$ cat config.mk
export PLATFORM = sky130hd
export DESIGN_NAME = clk_divider
export DESIGN_NICKNAME = d
export VERILOG_FILES = /design/src/rtl/clk_divider.sv
export SDC_FILE = /design/constraint.sdc
export NUM_CORES = 1
export LEC_CHECK = 0
export ABC_CLOCK_PERIOD_IN_PS = 2760
export BUFFER_PORTS_ARGS = -buffer_cell sky130_fd_sc_hd__buf_2
export CELL_PAD_IN_SITES_DETAIL_PLACEMENT = 2
export CELL_PAD_IN_SITES_GLOBAL_PLACEMENT = 2
export CORE_MARGIN = 5
export CORE_UTILIZATION = 32
export DETAILED_ROUTE_END_ITERATION = 8
export PLACE_DENSITY_LB_ADDON = 0.08
export SETUP_SLACK_MARGIN = 0.3
export SLEW_MARGIN = 20
export SYNTH_ARGS = -nofsm -noshare
export SYNTH_HDL_FRONTEND = slang
export SYNTH_SLANG_ARGS = --single-unit
$ cat constraint.sdc
create_clock -name clk_i -period 2.76 [get_ports clk_i]
set_input_delay 0 -clock clk_i [delete_from_list [all_inputs] [get_ports clk_i]]
set_output_delay 0 -clock clk_i [all_outputs]
set_load 0.03 [all_outputs]
$ cat src/rtl/clk_divider.sv
// Programmable integer clock divider / tick generator fed by the free-running clk from clock_gen.
// Ports: clk_i/rst_i (async active-high), en_i freezes the divider, div_i requested ratio N,
//        clk_out_o registered square wave, tick_o one-cycle period pulse, cnt_o position 0..N-1,
//        div_active_o ratio currently in effect.
// Latency: all outputs registered; a new ratio is adopted only on a wrap edge. No backpressure.
module clk_divider #(
  parameter int WIDTH = 8
) (
  input  logic             clk_i,
  input  logic             rst_i,
  input  logic             en_i,
  input  logic [WIDTH-1:0] div_i,
  output logic             clk_out_o,
  output logic             tick_o,
  output logic [WIDTH-1:0] cnt_o,
  output logic [WIDTH-1:0] div_active_o
);

  localparam logic [WIDTH-1:0] ONE_N  = WIDTH'(1);
  localparam logic [WIDTH-1:0] TWO_N  = WIDTH'(2);
  localparam logic [WIDTH:0]   ONE_W  = (WIDTH+1)'(1);

  logic [WIDTH-1:0] cnt_q, cnt_d;
  logic [WIDTH-1:0] div_q, div_d;
  logic             clk_out_q, clk_out_d;
  logic             tick_q, tick_d;

  logic [WIDTH:0]   half;
  logic [WIDTH-1:0] cnt_nxt;
  logic             wrap;

  // HALF is carried one bit wider so that N = 2^WIDTH-1 rounds up without wrapping to 0.
  assign half    = ({1'b0, div_q} + ONE_W) >> 1;
  // In the no-wrap branch cnt <= N-2, so this increment can never overflow.
  assign cnt_nxt = cnt_q + ONE_N;
  // Ratios 0 and 1 wrap every enabled edge (pass-through tick mode).
  assign wrap    = (div_q < TWO_N) || (cnt_q == (div_q - ONE_N));

  always_comb begin
    cnt_d     = cnt_q;
    div_d     = div_q;
    clk_out_d = clk_out_q;
    tick_d    = 1'b0;
    if (en_i) begin
      if (wrap) begin
        cnt_d     = '0;
        tick_d    = 1'b1;
        div_d     = div_i;
        clk_out_d = (div_i >= TWO_N);
      end else begin
        cnt_d     = cnt_nxt;
        clk_out_d = ({1'b0, cnt_nxt} < half);
      end
    end
  end

  always_ff @(posedge clk_i or posedge rst_i) begin
    if (rst_i) begin
      cnt_q     <= '0;
      div_q     <= '0;
      clk_out_q <= 1'b0;
      tick_q    <= 1'b0;
    end else begin
      cnt_q     <= cnt_d;
      div_q     <= div_d;
      clk_out_q <= clk_out_d;
      tick_q    <= tick_d;
    end
  end

  assign clk_out_o    = clk_out_q;
  assign tick_o       = tick_q;
  assign cnt_o        = cnt_q;
  assign div_active_o = div_q;

endmodule

After elaboration in Yosys (flattened, before gate mapping)
Cells that the tools add are included.

Memories kept: 0. Bits of input ports: 11. Latch bits: 0. ROM bits: 0. Output and inout port bits: 18. Flip-flop bits (word level): 18. RAM bits: 0.

Shifts and indexed selects: 0. $mul: 0. Muxes and demuxes: 4. Equal/unequal tests: 1. Order comparisons: 3. Bitwise logic cells: 0. Add/subtract/negate cells: 3. Reductions and logical operators: 2. Div/mod/pow operators: 0.

Operators by type and width (number): $add A8 B1 Y9 const B (1); $add A8 B1 Y8 const B (1); $eq A8 B8 Y1 (1); $ge A8 B2 Y1 const B (1); $lt A8 B2 Y1 const B (1); $lt A8 B8 Y1 (1); $mux W8 (1); $sub A8 B1 Y8 const B (1); $mux W1 (3); $reduce_and A2 Y1 (1); $logic_or A1 B1 Y1 (1).

Depth between registers and ports, before layout
Depth in word-level cells: 5. Gate-level depth with buffers: 11. Mapped depth without buffers: 10.

Worst setup path before layout
No wires, ideal clock.

Path type: register to register. From: register cnt_q[2], in the netlist cnt_o[2]. To: register clk_out_q, in the netlist clk_out_o. Library setup time: 0.082 ns. Arrival time: 2.520 ns. Cell stages (with the launch flop): 11. Setup slack: 0.159 ns. Data required time: 2.678 ns. Buffers on the path: 1. Path through: dfrtp_1 clkbuf_1 and3_1 nand3_1 nor3_1 xnor2_1 ha_1 nand4_1 a211oi_1 or4b_1 a31oi_1.

Cells in the longest elaborated chain, start to end: 3. Elaborated cells between the ends (all ways): 5.

RTL lines: start: declaration (RTL line 23) `logic [WIDTH-1:0] cnt_q, cnt_d;`; start signal: assignment (RTL line 64) `cnt_q <= cnt_d;`; $add A8 B1 Y8 or $eq A8 B8 Y1 (tied branches) (RTL line 35, 37); $lt A8 B8 Y1 or $logic_or A1 B1 Y1 (tied branches) (RTL line 52, 37); $mux W1 * (RTL line 45) `if (wrap) begin`; end signal: assignment (RTL line 66) `clk_out_q <= clk_out_d;`; end: declaration (RTL line 25) `logic clk_out_q, clk_out_d;`.

Every way passes the cells marked *; elsewhere a longest branch is shown, timed or not. A chain may end at the register's enable or synchronous reset.

Worst setup path in the final report
From: register div_q[3], in the netlist div_active_o[3]. To: register clk_out_q, in the netlist clk_out_o.

Cells in the longest elaborated chain, start to end: 4. Elaborated cells between the ends (all ways): 7.

RTL lines: start: declaration (RTL line 24) `logic [WIDTH-1:0] div_q, div_d;`; start signal: assignment (RTL line 65) `div_q <= div_d;`; branches (longest 3 deep; another with $add A8 B1 Y9); $mux W1 * (RTL line 45).

Every way passes the cells marked *.

==> flow_metrics.py <==
metrics = {
    "global_route": {
        "gr-total-overflow": 0,
        "grt_use_total": 0.178,
        "antenna_found_initial": 0,
        "grt_max_degree": 19,
        "grt_pass1_wl_mm": 7.45,
        "grt_pass1_vias": 1412,
    },
    "worst_setup_path": {
        "r2r_end": "clk_out_o",
        "crit_buf_inv": 0,
        "path_max_fanout": 6,
        "r2r_setup_slack_ns": 0.35,
        "worstPathRequired_ns": 2.95,
        "arrival_ns": 2.60,
        "crit_family": "simple AND/OR/NAND/NOR gates",
        "reg2reg_from": "div_active_o[3]",
        "max_stage_delay_ns": 0.46,
        "start_kind": "register",
        "path_class": "reg2reg",
        "ff2ff_path_depth": 9,
        "cp_cell_sequence": "nand2_2 > nor3_2 > nand4_1 > xor2_1 > ha_1 > nor2b_2 > o21ai_1 > or4b_4 > a31oi_1",
        "cp_slowest_cell": "or4b_4",
        "crit_path_end_kind": "register",
    },
    "run": {
        "cap_violations": 0,
    },
    "clocking": {
        "cts-root-buf": "clkbuf_8",
        "clk_pin_slew_ns": 0.09,
        "cts_buffers": 3,
        "cts.sinks": 18,
        "cts_max_path_buffers": 2,
        "worstSkewPairLatency_ns": 0.27,
        "cts.htree.levels": 1,
        "cts_tree": "done",
    },
    "timing": {
        "holdWs_ns": 0.112,
        "period_minus_slack_ns": 2.41,
        "timing.fmax_mhz": 416,
        "finalHoldViolCount": 0,
        "setup_viol": 0,
        "slew_viol_final": 0,
        "worst_pin_slew_ns": 0.745,
        "rsz0062_at_grt": "yes",
        "fin_crit_sh": 0.872,
        "relSlewSlack": 0.503,
        "fin_skew_ns": 0.00942,
        "tns_ns": 0,
    },
    "die": {
        "die_h_microns": 74.7,
        "die_w_microns": 74.7,
        "coreArea_sq_mm": 0.00403,
        "placementRows": 23,
        "ios": 29,
        "start_util": 0.333,
        "die_area_sq_mm": 0.00559,
    },
    "worst_hold_path": {
        "worstHoldPathCells": 3,
        "hold_start": "en_i",
        "hold_end": "cnt_o[4]",
        "hold_class": "in2reg",
    },
    "synthesis": {
        "ys_seq_area_frac": 0.336,
        "synth_top_family_by_area": "simple AND/OR/NAND/NOR gates",
        "postSynthAreaPerCell_sq_um": 9.31,
        "synthAdderAreaFrac": 0.0933,
        "synth.mux.area_fraction": 0.0168,
        "synth-compound-area-share": 0.174,
        "synth-xor-area-share": 0.137,
        "synth_nets": 165,
        "ys_warn_count": 0,
        "synth_cell_type_count": 38,
        "synthSimpleGateAreaFrac": 0.186,
        "synth_cells": 144,
        "netlist_area_sq_mm": 0.00134,
        "ys_seq_elements": 18,
    },
    "layout": {
        "num_antenna_cells": 0,
        "final_common_cell": "buf_2",
        "mostFrequentLayoutCells": "28 x buf_2, 18 x buf_4, 10 x xor2_1, 10 x xnor2_1, 10 x dfrtp_2",
        "fin_util": 0.465,
        "drive_gt1_frac": 0.425,
        "nNetsFinal": 215,
        "synthToLayoutAreaGrowth_pct": 39.7,
    },
    "outcome": {
        "outcome": "completed",
    },
    "detailed_routing": {
        "via_per_inst": 5.36,
        "drc_errors": 0,
        "totalWireLength_mm": 4.78,
        "postRouteAntennaNets": 0,
        "firstDrtPassIters": 4,
        "dr_total_vias": 1303,
        "drtIter0Drc": 28,
        "wl_per_cell_microns": 19.7,
    },
    "power_and_ir_drop": {
        "clkPwrFrac": 0.093,
        "pwr_density_cell_mw_per_mm2": 1350,
        "p_sw_w": 0.00127,
        "ir_worst_vdd_v": 0.000393,
        "leakagePower_nw": 0.837,
        "power.total_w": 0.00254,
        "pwr-share-seq": 0.239,
        "combPwrFrac": 0.668,
        "sw_frac_of_total": 0.503,
        "internal_power_w": 0.00126,
    },
    "place": {
        "place_congestion": 0.744,
        "port_buffers": 28,
        "dp_hpwl_mm": 3.24,
    },
}
power groups by stage:
stage / combinational [W] / sequential [W] / clock [W]
final: 0.00169 / 0.000607 / 0.000236
after global routing: 0.00183 / 0.000628 / 0.000252
after CTS: 0.00146 / 0.000608 / 0.000239
after detailed placement: 0.00137 / 0.000619 / 0
after global placement: 0.00133 / 0.000614 / 0
after floorplan: 0.000833 / 0.000737 / 0
registers in the layout, summed over array words and instances, names as in the netlist:
name / count
cnt_o: 8
tick_o: 1
div_active_o: 8
clk_out_o: 1
worst max path at each step:
stage	start	to	cells past startpoint	slack, ns
detailed placement	div_active_o[0]	clk_out_o	10	0.1
global placement	div_active_o[0]	clk_out_o	10	0.30
finish	div_active_o[3]	clk_out_o	9	0.35
global route	div_active_o[3]	clk_out_o	9	0.22
floorplan	div_active_o[0]	div_active_o[0]	9	0.31
CTS	div_active_o[0]	div_active_o[0]	8	0.30
Yosys cell counts:
cell       count  area share
and3_1         2      0.0093
nor2b_1        2      0.0093
o31ai_2        1      0.0093
nor3_1         6       0.022
or4_4          1      0.0084
a22o_1         7       0.046
nand4_1        2      0.0093
o41ai_1        1      0.0065
nor2_1         6       0.017
a31oi_2        1      0.0093
a21oi_1        3       0.011
a22oi_1        1      0.0056
a211oi_1       2       0.011
xnor2_1       11       0.072
nand4bb_1      1      0.0084
nand3_1        9       0.034
a21o_1         1      0.0056
buf_6          1      0.0084
a31oi_1        1      0.0047
o221ai_1       1      0.0065
o21ba_2        1      0.0075
inv_1          7       0.020
mux2_2         2       0.017
o21ai_0        3       0.011
dfrtp_1       18        0.34
buf_4          1      0.0056
buf_2          2      0.0075
nand3b_1       1      0.0056
nand2_1       10       0.028
o2bb2ai_1      3       0.020
ha_1          10       0.093
o22ai_1        3       0.014
and2_1         1      0.0047
a21boi_0       1      0.0056
clkbuf_1       6       0.017
or4b_1         1      0.0075
xor2_1        10       0.065
or4_1          4       0.022
stage by stage:
step | worst slack (ns) | instance area [sq um] | std cells
after floorplan | 0.311 | 1350 | 144
after global placement | 0.297 | 1540 | 218
after detailed placement | 0.0985 | 1540 | 218
after CTS | 0.303 | 1730 | 234
after global routing | 0.224 | 1870 | 243
final | 0.353 | 1870 | 243
layer usage:
| layer | GRT usage | part of all wire | vias up |
|---|---|---|---|
| met5 | 0 | 0 | - |
| met4 | 0.0435 | 0.011 | 0 |
| met3 | 0.0294 | 0.027 | 6 |
| met2 | 0.301 | 0.52 | 20 |
| met1 | 0.237 | 0.45 | 664 |
| li1 | - | - | 613 |
worst register-to-register path, stage by stage, from the launching register on:
cell	delay [ns]
dfrtp_2	0.43
nand2_2	0.07
nor3_2	0.24
nand4_1	0.16
xor2_1	0.25
ha_1	0.30
nor2b_2	0.17
o21ai_1	0.12
or4b_4	0.46
a31oi_1	0.15
what timing repair did:
| action | CTS | global route |
|---|---|---|
| pin swaps | 0 | 3 |
| gates resized for setup | 10 | 17 |
| buffers inserted | 3 | 9 |
| hold buffers | 9 | 0 |
| setup endpoints to repair | 11 | 12 |
| endpoints found under the hold margin | 26 | 0 |
| gates cloned | 0 | 0 |
kinds of logic (layout without fill, tap and decap cells):
| family | count (synthesis) | after routing |
|---|---|---|
| multiplexers | 2 | 2 |
| flip-flops | 18 | 18 |
| buffers and inverters | 17 | 66 |
| adder cells (fa/ha/maj) | 10 | 10 |
| AO/OA/AOI/OAI | 30 | 30 |
| AND/OR/NAND/NOR | 46 | 46 |
| XOR/XNOR | 21 | 21 |
final cells by class:
class | count | area, sq um
tap | 50 | 62.6
fill | 455 | 2150
sequential | 18 | 463
multi-input combinational | 109 | 902
clock buffer | 4 | 55.1
timing repair buffer | 55 | 365
inverter | 7 | 26.3
(Power assumes the default switching activity.)
